<file path="src/rtl/alu_8bit.sv">
// alu_8bit: 4-bit operand ALU with a single registered 8-bit result stage.
// Operands are zero-extended to 8 bits, and the opcode selects the operation.
// The result and its status flags are captured one cycle after the input is accepted.
module alu_8bit (
  input  logic       clk,
  input  logic       rst,
  input  logic       in_valid,
  input  logic [3:0] a,
  input  logic [3:0] b,
  input  logic [2:0] opcode,
  output logic [7:0] result,
  output logic       out_valid,
  output logic       zero,
  output logic       neg
);

  typedef enum logic [2:0] {
    OP_ADD  = 3'b000,
    OP_SUB  = 3'b001,
    OP_MUL  = 3'b010,
    OP_AND  = 3'b011,
    OP_OR   = 3'b100,
    OP_NOT  = 3'b101,
    OP_XOR  = 3'b110,
    OP_XNOR = 3'b111
  } alu_op_e;

  logic [7:0] a_ext;
  logic [7:0] b_ext;
  logic [3:0] logic_nib;
  logic [7:0] result_d;
  logic       neg_d;
  logic       zero_d;

  logic [7:0] result_q;
  logic       out_valid_q;
  logic       zero_q;
  logic       neg_q;

  assign a_ext = {4'h0, a};
  assign b_ext = {4'h0, b};

  // Next result: one combinational case on the opcode.
  // Logic ops only ever produce the low nibble.
  always_comb begin
    logic_nib = 4'h0;
    result_d  = 8'h00;
    neg_d     = 1'b0;
    case (alu_op_e'(opcode))
      OP_ADD:  result_d = a_ext + b_ext;
      OP_SUB: begin
        result_d = a_ext - b_ext;
        neg_d    = (a < b);
      end
      OP_MUL:  result_d = a_ext * b_ext;
      OP_AND: begin
        logic_nib = a & b;
        result_d  = {4'h0, logic_nib};
      end
      OP_OR: begin
        logic_nib = a | b;
        result_d  = {4'h0, logic_nib};
      end
      OP_NOT: begin
        logic_nib = ~a;
        result_d  = {4'h0, logic_nib};
      end
      OP_XOR: begin
        logic_nib = a ^ b;
        result_d  = {4'h0, logic_nib};
      end
      OP_XNOR: begin
        logic_nib = ~(a ^ b);
        result_d  = {4'h0, logic_nib};
      end
      default: result_d = 8'h00;
    endcase
    zero_d = (result_d == 8'h00);
  end

  // Output register stage.
  // Reset wins over a same-cycle accept. An idle cycle holds the result and flags.
  always_ff @(posedge clk) begin
    if (rst) begin
      result_q    <= 8'h00;
      out_valid_q <= 1'b0;
      zero_q      <= 1'b0;
      neg_q       <= 1'b0;
    end else begin
      out_valid_q <= in_valid;
      if (in_valid) begin
        result_q <= result_d;
        zero_q   <= zero_d;
        neg_q    <= neg_d;
      end
    end
  end

  assign result    = result_q;
  assign out_valid = out_valid_q;
  assign zero      = zero_q;
  assign neg       = neg_q;

endmodule

</file>
<file path="config.mk">
export PLATFORM = sky130hd
export DESIGN_NAME = alu_8bit
export DESIGN_NICKNAME = d
export VERILOG_FILES = /design/src/rtl/alu_8bit.sv
export SDC_FILE = /design/constraint.sdc
export NUM_CORES = 1
export LEC_CHECK = 0
export ABC_CLOCK_PERIOD_IN_PS = 5900
export BUFFER_PORTS_ARGS = -buffer_cell sky130_fd_sc_hd__buf_2
export CAP_MARGIN = 40
export CORE_UTILIZATION = 61
export CTS_CLUSTER_SIZE = 28
export DETAILED_ROUTE_END_ITERATION = 10
export GPL_TIMING_DRIVEN = 0
export PLACE_DENSITY_LB_ADDON = 0.12
export SYNTH_ARGS = -nofsm -noshare
export SYNTH_HDL_FRONTEND = slang
export SYNTH_SLANG_ARGS = --single-unit
export TNS_END_PERCENT = 30
</file>
<file path="constraint.sdc">
create_clock -name clk -period 5.9 [get_ports clk]
set_clock_uncertainty 0.15 [all_clocks]
set_input_delay 0.59 -clock clk [delete_from_list [all_inputs] [get_ports clk]]
set_output_delay 0.59 -clock clk [all_outputs]
set_load 0.05 [all_outputs]
</file>
== After elaboration in Yosys (flattened, before gate mapping) ==
Cells that the tools add are included.
W data, S select, Z words.
Word-level totals
  output and inout bits: 11
  word-level logic and storage cells: 24
  flip-flop bits (word level): 11
  input port bits: 14
Cells by class
  bitwise gates (word level): 5
  equality and inequality tests: 7
  order comparisons: 1
  mux-type cells: 2
  add/sub/neg operators: 2
  multiply operators: 1
  reductions and logical operators: 2
Operator list (number)
  $pmux W8 S8: 1
  $eq A3 B3 Y1 const B: 4
  $logic_not A8 Y1: 1
  $mul A4 B4 Y8: 1
  $not A4 Y4: 2
  $eq A3 B2 Y1 const B: 2
  $add A4 B4 Y5: 1
  $sub A4 B4 Y5: 1
  $and A4 B4 Y4: 1
  $lt A4 B4 Y1: 1
  $or A4 B4 Y4: 1
  $xor A4 B4 Y4: 1
  $eq A3 B1 Y1 const B: 1
  $logic_not A3 Y1: 1
  $mux W1: 1

== Logic depth before layout (Yosys ltp) ==
Gate-level depths: netlist of run 1.
  depth in word-level cells: 4
  gate-level depth with buffers: 13
  depth with buffers taken out: 13

== Worst setup path after synthesis of run 1 ==
Ideal clock, no wire load.
  path kind: input to register
  from: in b[3]
  to: reg zero_q (netlist: zero)
  slack: 2.614 ns
  data required time: 5.666 ns
  library setup time: 0.084 ns
  stages on the path: 12
  arrival: 3.052 ns
  cells stage by stage: nand2_1 -> fa_1 -> inv_1 -> fa_1 -> inv_1 -> fa_1 -> nand2b_1 -> a21oi_1 -> xnor2_1 -> o21a_1 -> nand4_1 -> o31ai_2
On the way
  longest elaborated chain between the ends: 4
Ends and longest elaborated chain
  from (decl): RTL line 9  | input logic [3:0] b,
  branches (longest 2 deep; another with $mul A4 B4 Y8)
  $pmux W8 S8 (*): RTL line 49  | case (alu_op_e'(opcode))
  $logic_not A8 Y1 (*): RTL line 78  | zero_d = (result_d == 8'h00);
  to (signal assigned): RTL line 93  | zero_q <= zero_d;
  to (decl): RTL line 37  | logic zero_q;
Mark *: on every way between the ends.
A chain may end at the register's enable or synchronous reset.

== Worst setup path in the final report of run 1 ==
  from: in a[1]
  to: reg zero_q (netlist: zero)
On the way
  longest elaborated chain between the ends: 4
Ends and longest elaborated chain
  from (decl): RTL line 8  | input logic [3:0] a,
  branches (longest 2 deep; another with $mul A4 B4 Y8)
  $pmux W8 S8 (*): RTL line 49
  $logic_not A8 Y1 (*): RTL line 78
Marked as above.

==> results by group, run 1 <==
Status
  – Result of the run: completed

STA
  – RSZ-0062 raised after global routing: no
  – Final-report max-slew violation count: 0
  – Final critical path time including I/O delays and setup: about 3.5 ns
  – Maximum operating frequency: ~290 MHz
  – Remaining max-slew budget at the tightest pin: 0.692
  – Hold Violations, Final: 0
  – Tightest Pin Transition: about 0.46 ns
  – Setup TNS: 0 ns
  – Total of endpoints with negative setup slack in the final report: 0
  – Smallest hold slack: 0.321 ns
  – Portion of the clock cycle consumed by the worst path in the final layout: 0.594

Die
  – Count of standard-cell rows: 17
  – Core area: about 2300 sq um
  – I/O Pins: 25
  – Die Y-Extent: 52.3 um
  – Full die area: 2740 sq um
  – DIE WIDTH: 52.3 um
  – Initial core utilization: 0.672

Clocking
  – Skew-Pair Late Insertion Delay: 0.27 ns
  – Maximum clock path buffer count: 2
  – Clock tree from TritonCTS: done
  – CTS clock-pin slew for the worst setup and hold paths: 0.07 ns
  – H-tree levels: 1
  – TritonCTS buffer count: 3
  – Resized cells post-CTS: 0
  – Post-CTS Setup Repair Bufs: 0
  – Hold_buf cts: 0
  – CTS Sinks: 11
  – Root Buffer Master: sky130_fd_sc_hd__clkbuf_4

Logic synthesis
  – Cell types occupying the most area after synthesis: sky130_fd_sc_hd__ha_1 19%, sky130_fd_sc_hd__dfxtp_1 14%, sky130_fd_sc_hd__fa_1 7.8%
  – Count of flip-flops with a built-in enable after synthesis: 0
  – Async set or reset register ratio after synthesis: 0
  – Part of the Yosys area used for sequential elements: 0.143
  – Count of state elements after synthesis: 11
  – Syn Std Cell Area: 1540 sq um
  – Synth area leader: sky130_fd_sc_hd__ha_1
  – Post-Synthesis Net Count: 226
  – Mean cell area of the mapped netlist: 8.48 sq um
  – Library cells used by synthesis: 48
  – Post-synthesis cell count: about 180
  – Area fraction of the dominant cell type after synthesis: 0.194
  – Yosys Warn Count: 0
  – Flip-flop cell with the highest count after synthesis: sky130_fd_sc_hd__dfxtp_1

Placed design
  – Dpl hpwl: 2770 um
  – Final weighted congestion in routability-driven placement: 0.882
  – Total of buffers placed on input and output ports: 22

Setup path
  – Standard cell with the maximum stage delay on the critical path: sky130_fd_sc_hd__fa_1
  – Register-to-register setup slack: 5.06 ns
  – Launching element type of the critical path: input port
  – Cell mode on critical path: sky130_fd_sc_hd__fa_1
  – Critical path fanouts, max: 8
  – Worst EP required: 5.93 ns
  – Worst reg2reg endpoint: result[3]
  – Cell breakdown of the critical path: buf_2 -> nand2_1 -> fa_1 -> inv_1 -> fa_1 -> inv_1 -> fa_1 -> nand2b_1 -> a21oi_1 -> xnor2_1 -> o21a_1 -> nand4_1 -> o31ai_2
  – Origin of the critical flop-to-flop path: result[3]
  – Longest individual stage delay on the worst path: between 0.5 and 0.6 ns
  – Arrival time of data at the critical path endpoint: ~3.5 ns
  – Depth of the worst register-to-register path: 2
  – Critical path class: input port to register
  – Sort of element at the end of the critical path: register

Finish
  – Synthesis-to-layout area growth: 11.1%
  – Count of filler cells inserted in the layout: 178
  – Layout cells sized above 1: 0.216
  – Top library cells by usage in the layout, fill and taps aside: 24 x sky130_fd_sc_hd__buf_2, 24 x sky130_fd_sc_hd__ha_1, 22 x sky130_fd_sc_hd__nor2_1
  – Nets: 253
  – Area used by multi-input combinational logic: 1180 sq um
  – Sequential cell area: between 200 and 250 sq um
  – Final antenna diode count: 0

Min path
  – Endpoint of the worst hold-timing path: zero
  – Type of the most critical hold path: register to register
  – Hold Path Stages: 2
  – Start point of the worst min-delay path: zero

GRT
  – Largest net degree at the start of global routing: 11
  – Via count of the first global-routing pass: 1346
  – First-pass GRT wire length: 5700 um
  – Grt total ovfl: 0
  – Aggregate global-route resource usage: 0.276
  – Initial antenna violation count: 0

Detailed routing
  – Mean number of vias per cell: 5.75
  – Wirelength per Cell: 14.6 um
  – Total length of routed wires: 3430 um
  – Number of detailed-routing iterations run before antenna repair: 4
  – Initial DRC Count: 42
  – Post-detailed-route count of antenna-violating nets: 0
  – Number of design rule violations left after detail routing: 0
  – Via count: 1358

Pwr
  – Max VDD drop: 0.202 mV
  – Pwr Total: ~280 uW
  – Static Leak: 0.000824 uW
  – Power density normalized to cell area: around 160 nW/um^2

Run
  – Max-Cap Viols: 0
==> how the worst max path moves through the flow <==
stage          from   end  slack, ns
2_1_floorplan  b[3]  zero       2.61
3_3_place_gp   a[1]  zero       2.20
3_5_place_dp   a[1]  zero       2.18
4_1_cts        a[1]  zero       2.40
5_1_grt        a[1]  zero       2.27
6_report       a[1]  zero       2.40
==> worst max-delay path, delay by kind of cell <==
kind | cells | cell delay (ns)
AO/OA/AOI/OAI | 3 | 0.55
XOR/XNOR | 1 | 0.15
adder cells (fa/ha/maj) | 3 | 1.52
AND/OR/NAND/NOR | 3 | 0.40
buffers and inverters | 3 | 0.34
==> synth_stat cells, types with 3 or more instances <==
master                      n
sky130_fd_sc_hd__nor3_1     3
sky130_fd_sc_hd__nand2b_1   4
sky130_fd_sc_hd__nor2_1    22
sky130_fd_sc_hd__o22ai_1    3
sky130_fd_sc_hd__mux2i_1    5
sky130_fd_sc_hd__fa_1       6
sky130_fd_sc_hd__a21oi_1    9
sky130_fd_sc_hd__ha_1      24
sky130_fd_sc_hd__nand2_1   14
sky130_fd_sc_hd__o21ai_1    3
sky130_fd_sc_hd__o21ai_0    4
sky130_fd_sc_hd__xnor2_1    3
sky130_fd_sc_hd__dfxtp_1   11
sky130_fd_sc_hd__nor2b_1    3
sky130_fd_sc_hd__inv_1     20
sky130_fd_sc_hd__xor2_1     5
==> kinds of logic after synthesis <==
logic type / after synthesis / synth area share
xor gates and xnor gates: 9 / 0.0559
muxes: 9 / 0.0616
buffers and inverters: 29 / 0.0948
and+or+nand+nor: 56 / 0.182
AOI/OAI and AO/OA: 38 / 0.191
DFF: 11 / 0.143
adders and majority gates: 30 / 0.272
==> per-layer routing <==
metal	track usage	vias up	part of all wire
met5	0	-	0
met4	0.0570	0	0.010
met2	0.470	38	0.48
met1	0.353	639	0.47
met3	0.0609	4	0.038
li1	-	677	-
==> flip-flops by register name (all words and copies together), names as in the netlist <==
name and cells:
out_valid 1, zero 1, neg 1, result 8
==> per-stage QoR <==
stage / util / area (sq um) / setup slack (ns) / cells
final: 0.747 / 1720 / 2.40 / 236
after floorplan: - / 1540 / 2.61 / 182
after global routing: 0.747 / 1720 / 2.27 / 236
after global placement: 0.735 / 1690 / 2.20 / 232
after detailed placement: 0.735 / 1690 / 2.18 / 232
after CTS: 0.747 / 1720 / 2.40 / 236
==> cell type report <==
| cell class | instances | share of cell area |
|---|---|---|
| plain buffers | 9 | 0.0416 |
| clock buffers | 4 | 0.0153 |
| inverters | 20 | 0.0438 |
| multi-input cells | 142 | 0.686 |
| flip-flops and latches | 11 | 0.128 |
| well taps | 28 | 0.0204 |
| repair buffers | 22 | 0.0642 |
==> power breakdown <==
group	leakage (uW)	switching, uW	internal [uW]
Combinational	0.000718	88.9	55.4
Sequential	0.0000906	2.11	79.0
Clock	0.0000150	25.5	26.2
No activity file was read; power rests on OpenSTA's default activity.
==> inputs of run 2 (changes only) <==
--- a/config.mk
+++ b/config.mk
@@ -5,10 +5,10 @@
 export SDC_FILE = /design/constraint.sdc
 export NUM_CORES = 1
 export LEC_CHECK = 0
-export ABC_CLOCK_PERIOD_IN_PS = 5900
+export ABC_CLOCK_PERIOD_IN_PS = 2850
 export BUFFER_PORTS_ARGS = -buffer_cell sky130_fd_sc_hd__buf_2
 export CAP_MARGIN = 40
-export CORE_UTILIZATION = 61
+export CORE_UTILIZATION = 51
 export CTS_CLUSTER_SIZE = 28
 export DETAILED_ROUTE_END_ITERATION = 10
 export GPL_TIMING_DRIVEN = 0
==> constraint.sdc (replaced) <==
create_clock -name clk -period 2.85 [get_ports clk]
set_clock_uncertainty 0.15 [all_clocks]
set_input_delay 0.285 -clock clk [delete_from_list [all_inputs] [get_ports clk]]
set_output_delay 0.285 -clock clk [all_outputs]
set_load 0.05 [all_outputs]
==> run 2 against run 1 <==
Compared with the run above: utilization shrank 7.9 points; register-to-register slack got worse by 3.1 ns; wire length grew 1.9%; the run now ends with DRC left; clock-buffer cell count stayed put; cell area grew 9.3%; largest cell class unchanged; clock power grew 110%; critical path type unchanged; cell count is 2.5% higher; sequential cell count unchanged; combinational power is 130% higher; total power increased by 120%; global-route usage fell by 4.0 points; via count shrank 0.22%.
==> results by group, run 2 (synthesized netlist as in run 1, its figures left out) <==
Setup path
  – Origin of the critical flop-to-flop path: result[3]
  – Start point of the critical path: b[2]
  – Longest individual stage delay on the worst path: 0.53 ns (-0.03 ns)
  – Arrival time of data at the critical path endpoint: 2.83 ns (-0.71 ns)
  – Critical path fanouts, max: 3 (-5)
  – Launching element type of the critical path: input port
  – Sort of element at the end of the critical path: register
  – Standard cell with the maximum stage delay on the critical path: sky130_fd_sc_hd__fa_1
  – Worst EP required: 2.89 ns (-3.04 ns)
  – Cell breakdown of the critical path: buf_8 -> nand2_4 -> fa_1 -> inv_1 -> fa_1 -> inv_2 -> fa_2 -> nand2b_4 -> a21oi_2 -> xnor2_1 -> o21a_1 -> nand4_1 -> o31ai_2
  – Depth of the worst register-to-register path: 2 (unchanged)
  – Critical path class: input port to register
  – Cell mode on critical path: sky130_fd_sc_hd__fa_1

STA
  – RSZ-0062 raised after global routing: yes
  – Final critical path time including I/O delays and setup: 2.79 ns
  – Portion of the clock cycle consumed by the worst path in the final layout: 0.980
  – Final-report max-slew violation count: 0 (unchanged)
  – Maximum operating frequency: around 360 MHz
  – Total of endpoints with negative setup slack in the final report: 0 (unchanged)
  – Final WS setup: 0.0575 ns (-2.34 ns)
  – Tightest Pin Transition: 0.467 ns (+0.00450 ns)
  – Setup TNS: 0 ns (unchanged)
  – Hold Violations, Final: 0 (unchanged)
  – Smallest hold slack: 0.0588 ns (-0.262 ns)
  – Remaining max-slew budget at the tightest pin: 0.689 (-0.00300)

Min path
  – Hold Path Stages: 2 (unchanged)
  – Type of the most critical hold path: input port to register
  – Start point of the worst min-delay path: rst

Pwr
  – Power density normalized to cell area: 326 nW/um^2 (+100%)
  – Static Leak: 0.000870 uW (+5.6%)
  – Max VDD drop: 0.347 mV (+72%)

Placed design
  – Pre-CTS setup slack: -0.482 ns (-2.66 ns)
  – Final weighted congestion in routability-driven placement: 0.902 (+2.3%)
  – Total of buffers placed on input and output ports: 22 (unchanged)
  – Dpl hpwl: 2820 um (+1.9%)
  – Number of cells in the design after placement: 235 (+1.3%)

Clocking
  – H-tree levels: 1 (unchanged)
  – CTS clock-pin slew for the worst setup and hold paths: 0.07 ns (about the same)
  – Root Buffer Master: sky130_fd_sc_hd__clkbuf_4
  – Hold_buf cts: 0 (unchanged)
  – Clock tree from TritonCTS: done
  – TritonCTS buffer count: 3 (unchanged)
  – Maximum clock path buffer count: 2 (unchanged)
  – Skew-Pair Late Insertion Delay: 0.27 ns (about the same)
  – CTS Sinks: 11 (unchanged)

Status
  – Result of the run: complete, but fails checks
  – Violated checks: DRC

Die
  – Core area: 2810 sq um (+22%)
  – I/O Pins: 25 (unchanged)
  – Initial core utilization: 0.550 (-0.122)
  – Full die area: 3250 sq um (+19%)
  – DIE WIDTH: 57.0 um (+9.0%)
  – Die Y-Extent: 57.0 um (+9.0%)
  – Count of standard-cell rows: 19 (+2)

GRT
  – Initial antenna violation count: 0 (unchanged)
  – First-pass GRT wire length: 5970 um (+4.7%)
  – Aggregate global-route resource usage: 0.236 (-0.0402)
  – Largest net degree at the start of global routing: 11 (unchanged)
  – Grt total ovfl: 0 (unchanged)
  – Via count of the first global-routing pass: 1317 (-2.2%)

Run
  – Max-Cap Viols: 0 (unchanged)

Detailed routing
  – Total length of routed wires: 3500 um (+1.9%)
  – Initial DRC Count: 41 (-2.4%)
  – Number of design rule violations left after detail routing: 4 (+4)
  – Wirelength per Cell: 14.5 um (-0.61%)
  – Mean number of vias per cell: 5.60 (-2.7%)
  – Via count: 1355 (-0.22%)
  – Post-detailed-route count of antenna-violating nets: 0 (unchanged)
  – Number of detailed-routing iterations run before antenna repair: 7 (+3)

Finish
  – Synthesis-to-layout area growth: 21.4%
  – Number of flip-flops under the largest register name: 8 (unchanged)
  – Top library cells by usage in the layout, fill and taps aside: 22 x sky130_fd_sc_hd__nor2_1, 20 x sky130_fd_sc_hd__ha_1, 19 x sky130_fd_sc_hd__inv_1
  – Final antenna diode count: 0 (unchanged)
  – Post-layout instance count excluding filler cells: 242 (+2.5%)
  – Leading cell type in the layout, fill and taps excluded: sky130_fd_sc_hd__nor2_1
  – Final core occ: 0.668 (-0.0786)
  – Nets: 256 (+1.2%)
  – Layout cells sized above 1: 0.289 (+0.0728)
[run 2: power by group]
group,internal [uW],switching [uW]
Sequential,164,4.09
Combinational,140,196
Clock,54.2,53.4
[run 2: per-layer routing]
| layer | vias up | global-route usage | share of wire |
|---|---|---|---|
| met5 | - | 0 | 0 |
| met4 | 0 | 0.0453 | 0.011 |
| met3 | 4 | 0.0408 | 0.042 |
| met2 | 29 | 0.402 | 0.48 |
| met1 | 641 | 0.316 | 0.47 |
| li1 | 681 | - | - |
[run 2: worst paths after layout]
path / slack (ns) / to
worst max register to register: 2.00 / result[3]
worst min-delay path: 0.06 / out_valid
worst max-delay path: 0.06 / zero
worst min register to register: 0.32 / zero
[run 2: layout make-up]
| class | count | area [sq um] |
|---|---|---|
| Inverter | 20 | 75.1 |
| Clock buffer | 4 | 26.3 |
| Multi-Input combinational cell | 142 | 1250 |
| Sequential cell | 11 | 220 |
| Tap cell | 31 | 38.8 |
| Timing Repair Buffer | 25 | 193 |
| Fill cell | 261 | 931 |
| Buffer | 9 | 71.3 |
[run 2: timing repair]
item / CTS / global route
pin swaps: 9 / 8
setup buffers: 3 / 0
gates resized for setup: 21 / 5
setup endpoints to repair: 4 / 4
[run 2: per-stage QoR]
step	power, uW	cell area, sq um
detailed placement	476	1720
floorplan	405	1570
global placement	468	1720
finish	611	1870
global route	654	1870
CTS	599	1850
[run 2: worst max-delay path, delay by kind of cell]
family	cells	cell delay, ns
compound gates	3	0.50
xor+xnor	1	0.14
fa+ha+maj	3	1.41
buf+inv	3	0.18
simple gates	3	0.32
==> inputs of run 3 (changes only) <==
--- a/config.mk
+++ b/config.mk
@@ -8,11 +8,13 @@
 export ABC_CLOCK_PERIOD_IN_PS = 2850
 export BUFFER_PORTS_ARGS = -buffer_cell sky130_fd_sc_hd__buf_2
 export CAP_MARGIN = 40
+export CORE_MARGIN = 2
 export CORE_UTILIZATION = 51
 export CTS_CLUSTER_SIZE = 28
 export DETAILED_ROUTE_END_ITERATION = 10
 export GPL_TIMING_DRIVEN = 0
 export PLACE_DENSITY_LB_ADDON = 0.12
+export REMOVE_ABC_BUFFERS = 1
 export SYNTH_ARGS = -nofsm -noshare
 export SYNTH_HDL_FRONTEND = slang
 export SYNTH_SLANG_ARGS = --single-unit
==> run 3 against run 2 <==
Compared with the run above: register-to-register slack barely moved; clock power about the same; the flow finishes with violations (setup timing); clock-buffer cell count is the same; cell area fell by 6.7%; via count fell by 4.6%; critical path depth did not move.
==> results by group, run 3 (synthesized netlist as in run 1, its figures left out) <==
Status
  – Result of the run: complete, but fails checks
  – Violated checks: setup timing

Clocking
  – Skew-Pair Late Insertion Delay: 0.26 ns (about the same)
  – Maximum clock path buffer count: 2 (unchanged)
  – Hold_buf cts: 0 (unchanged)
  – H-tree levels: 1 (unchanged)
  – Root Buffer Master: sky130_fd_sc_hd__clkbuf_4
  – CTS Sinks: 11 (unchanged)
  – TritonCTS buffer count: 3 (unchanged)
  – Clock tree from TritonCTS: done
  – CTS clock-pin slew for the worst setup and hold paths: 0.07 ns (about the same)

Finish
  – Number of flip-flops under the largest register name: 8 (unchanged)
  – Synthesis-to-layout area growth: 13.2%
  – Final core occ: 0.623 (-0.0450)
  – Top library cells by usage in the layout, fill and taps aside: 22 x sky130_fd_sc_hd__nor2_1, 21 x sky130_fd_sc_hd__ha_1, 20 x sky130_fd_sc_hd__inv_1
  – Final antenna diode count: 0 (unchanged)
  – Nets: 247 (-3.5%)
  – Post-layout instance count excluding filler cells: 233 (-3.7%)
  – Leading cell type in the layout, fill and taps excluded: sky130_fd_sc_hd__nor2_1
  – Layout cells sized above 1: 0.257 (-0.0317)

Detailed routing
  – Total length of routed wires: 3270 um (-6.7%)
  – Number of design rule violations left after detail routing: 0 (-4)
  – Via count: 1293 (-4.6%)
  – Number of detailed-routing iterations run before antenna repair: 4 (-3)
  – Post-detailed-route count of antenna-violating nets: 0 (unchanged)
  – Mean number of vias per cell: 5.55 (-0.89%)
  – Initial DRC Count: 59 (+44%)
  – Wirelength per Cell: 14.0 um (-3.1%)

STA
  – Portion of the clock cycle consumed by the worst path in the final layout: 1.00 (+0.0205)
  – Setup TNS: -0.00101 ns (-0.00101 ns)
  – Final-report max-slew violation count: 0 (unchanged)
  – Total of endpoints with negative setup slack in the final report: 1 (+1)
  – Remaining max-slew budget at the tightest pin: 0.654 (-0.0344)
  – RSZ-0062 raised after global routing: yes
  – Final WS setup: -0.00101 ns (-0.0585 ns)
  – Tightest Pin Transition: 0.519 ns (+0.0516 ns)
  – Maximum operating frequency: 351 MHz (-2.1%)
  – Final critical path time including I/O delays and setup: 2.85 ns (+0.0585 ns)
  – Hold Violations, Final: 0 (unchanged)

Die
  – Full die area: 3480 sq um (+7.1%)
  – I/O Pins: 25 (unchanged)
  – Die Y-Extent: 59.0 um (+3.5%)
  – DIE WIDTH: 59.0 um (+3.5%)
  – Initial core utilization: 0.550 (unchanged)
  – Count of standard-cell rows: 19 (unchanged)
  – Core area: 2810 sq um (unchanged)

GRT
  – Largest net degree at the start of global routing: 22 (+11)
  – First-pass GRT wire length: 5800 um (-2.8%)
  – Grt total ovfl: 0 (unchanged)
  – Aggregate global-route resource usage: 0.216 (-0.0198)
  – Initial antenna violation count: 0 (unchanged)
  – Via count of the first global-routing pass: 1306 (-0.84%)

Setup path
  – Standard cell with the maximum stage delay on the critical path: sky130_fd_sc_hd__fa_1
  – Count of buffer and inverter cells on the critical path: 4 (+1)
  – Depth of the worst register-to-register path: 2 (unchanged)
  – Arrival time of data at the critical path endpoint: 2.89 ns (+0.06 ns)
  – Worst EP required: 2.88 ns (about the same)
  – Critical path class: input port to register
  – Cell breakdown of the critical path: buf_2 -> nand2_2 -> fa_1 -> inv_1 -> fa_1 -> inv_1 -> fa_2 -> nand2b_4 -> a21oi_4 -> xnor2_1 -> o21a_1 -> buf_4 -> a211oi_1
  – WP depth: 13 (unchanged)
  – Critical path fanouts, max: 3 (unchanged)
  – Launching element type of the critical path: input port
  – Sort of element at the end of the critical path: register
  – Kind of cell adding the most delay to the critical path: adder cells
  – Longest individual stage delay on the worst path: 0.53 ns (about the same)

Placed design
  – Pre-CTS setup slack: -0.634 ns (-0.152 ns)
  – Total of buffers placed on input and output ports: 24 (+9.1%)
  – Number of cells in the design after placement: 228 (-3.0%)
  – Final weighted congestion in routability-driven placement: 0.841 (-6.7%)
  – Dpl hpwl: 2680 um (-5.0%)

Pwr
  – Static Leak: 0.000816 uW (-6.2%)
  – Max VDD drop: 0.280 mV (-19%)
  – Power density normalized to cell area: 335 nW/um^2 (+2.7%)

Min path
  – Type of the most critical hold path: input port to register
  – Hold Path Stages: 2 (unchanged)

Run
  – Max-Cap Viols: 0 (unchanged)
run 3: stage by stage:
stage          instance area [sq um]  power, uW  hold slack (ns)
2_1_floorplan                   1470        376            0.203
3_3_place_gp                    1630        448            0.295
3_5_place_dp                    1630        457            0.305
4_1_cts                         1730        584            0.191
5_1_grt                         1750        631            0.207
6_report                        1750        585            0.190
run 3: report_power, final:
group	total, uW	internal, uW	switching, uW	leakage (uW)
sequential	168	164	4.13	0.0000906
clock	105	54.1	51.0	0.0000150
combinational	313	123	189	0.000711
run 3: layer usage:
metal,vias to the layer above,wire length (um),global-route usage
met5,-,0,0
li1,663,-,-
met4,0,0,0.0260
met1,615,1580,0.284
met3,0,73,0.0415
met2,15,1610,0.378
run 3: worst paths after layout:
kind	slack (ns)	start	to
setup / recovery	-0.001	b[2]	result[6]
hold reg to reg	0.32	neg	neg
hold / removal	0.19	rst	result[5]
setup reg to reg	2.01	result[3]	result[3]
run 3: what timing repair did:
action	4_1_cts	5_1_grt
buffers inserted	0	1
resized for setup	19	3
endpoints found under the setup margin	5	3
pin swaps	7	1
run 3: layout make-up:
type	instances	area, sq um
tap	31	38.8
multi-input combinational	142	1230
timing repair buffer	25	160
inverter	20	75.1
clock buffer	4	26.3
sequential	11	220
fill	269	1060
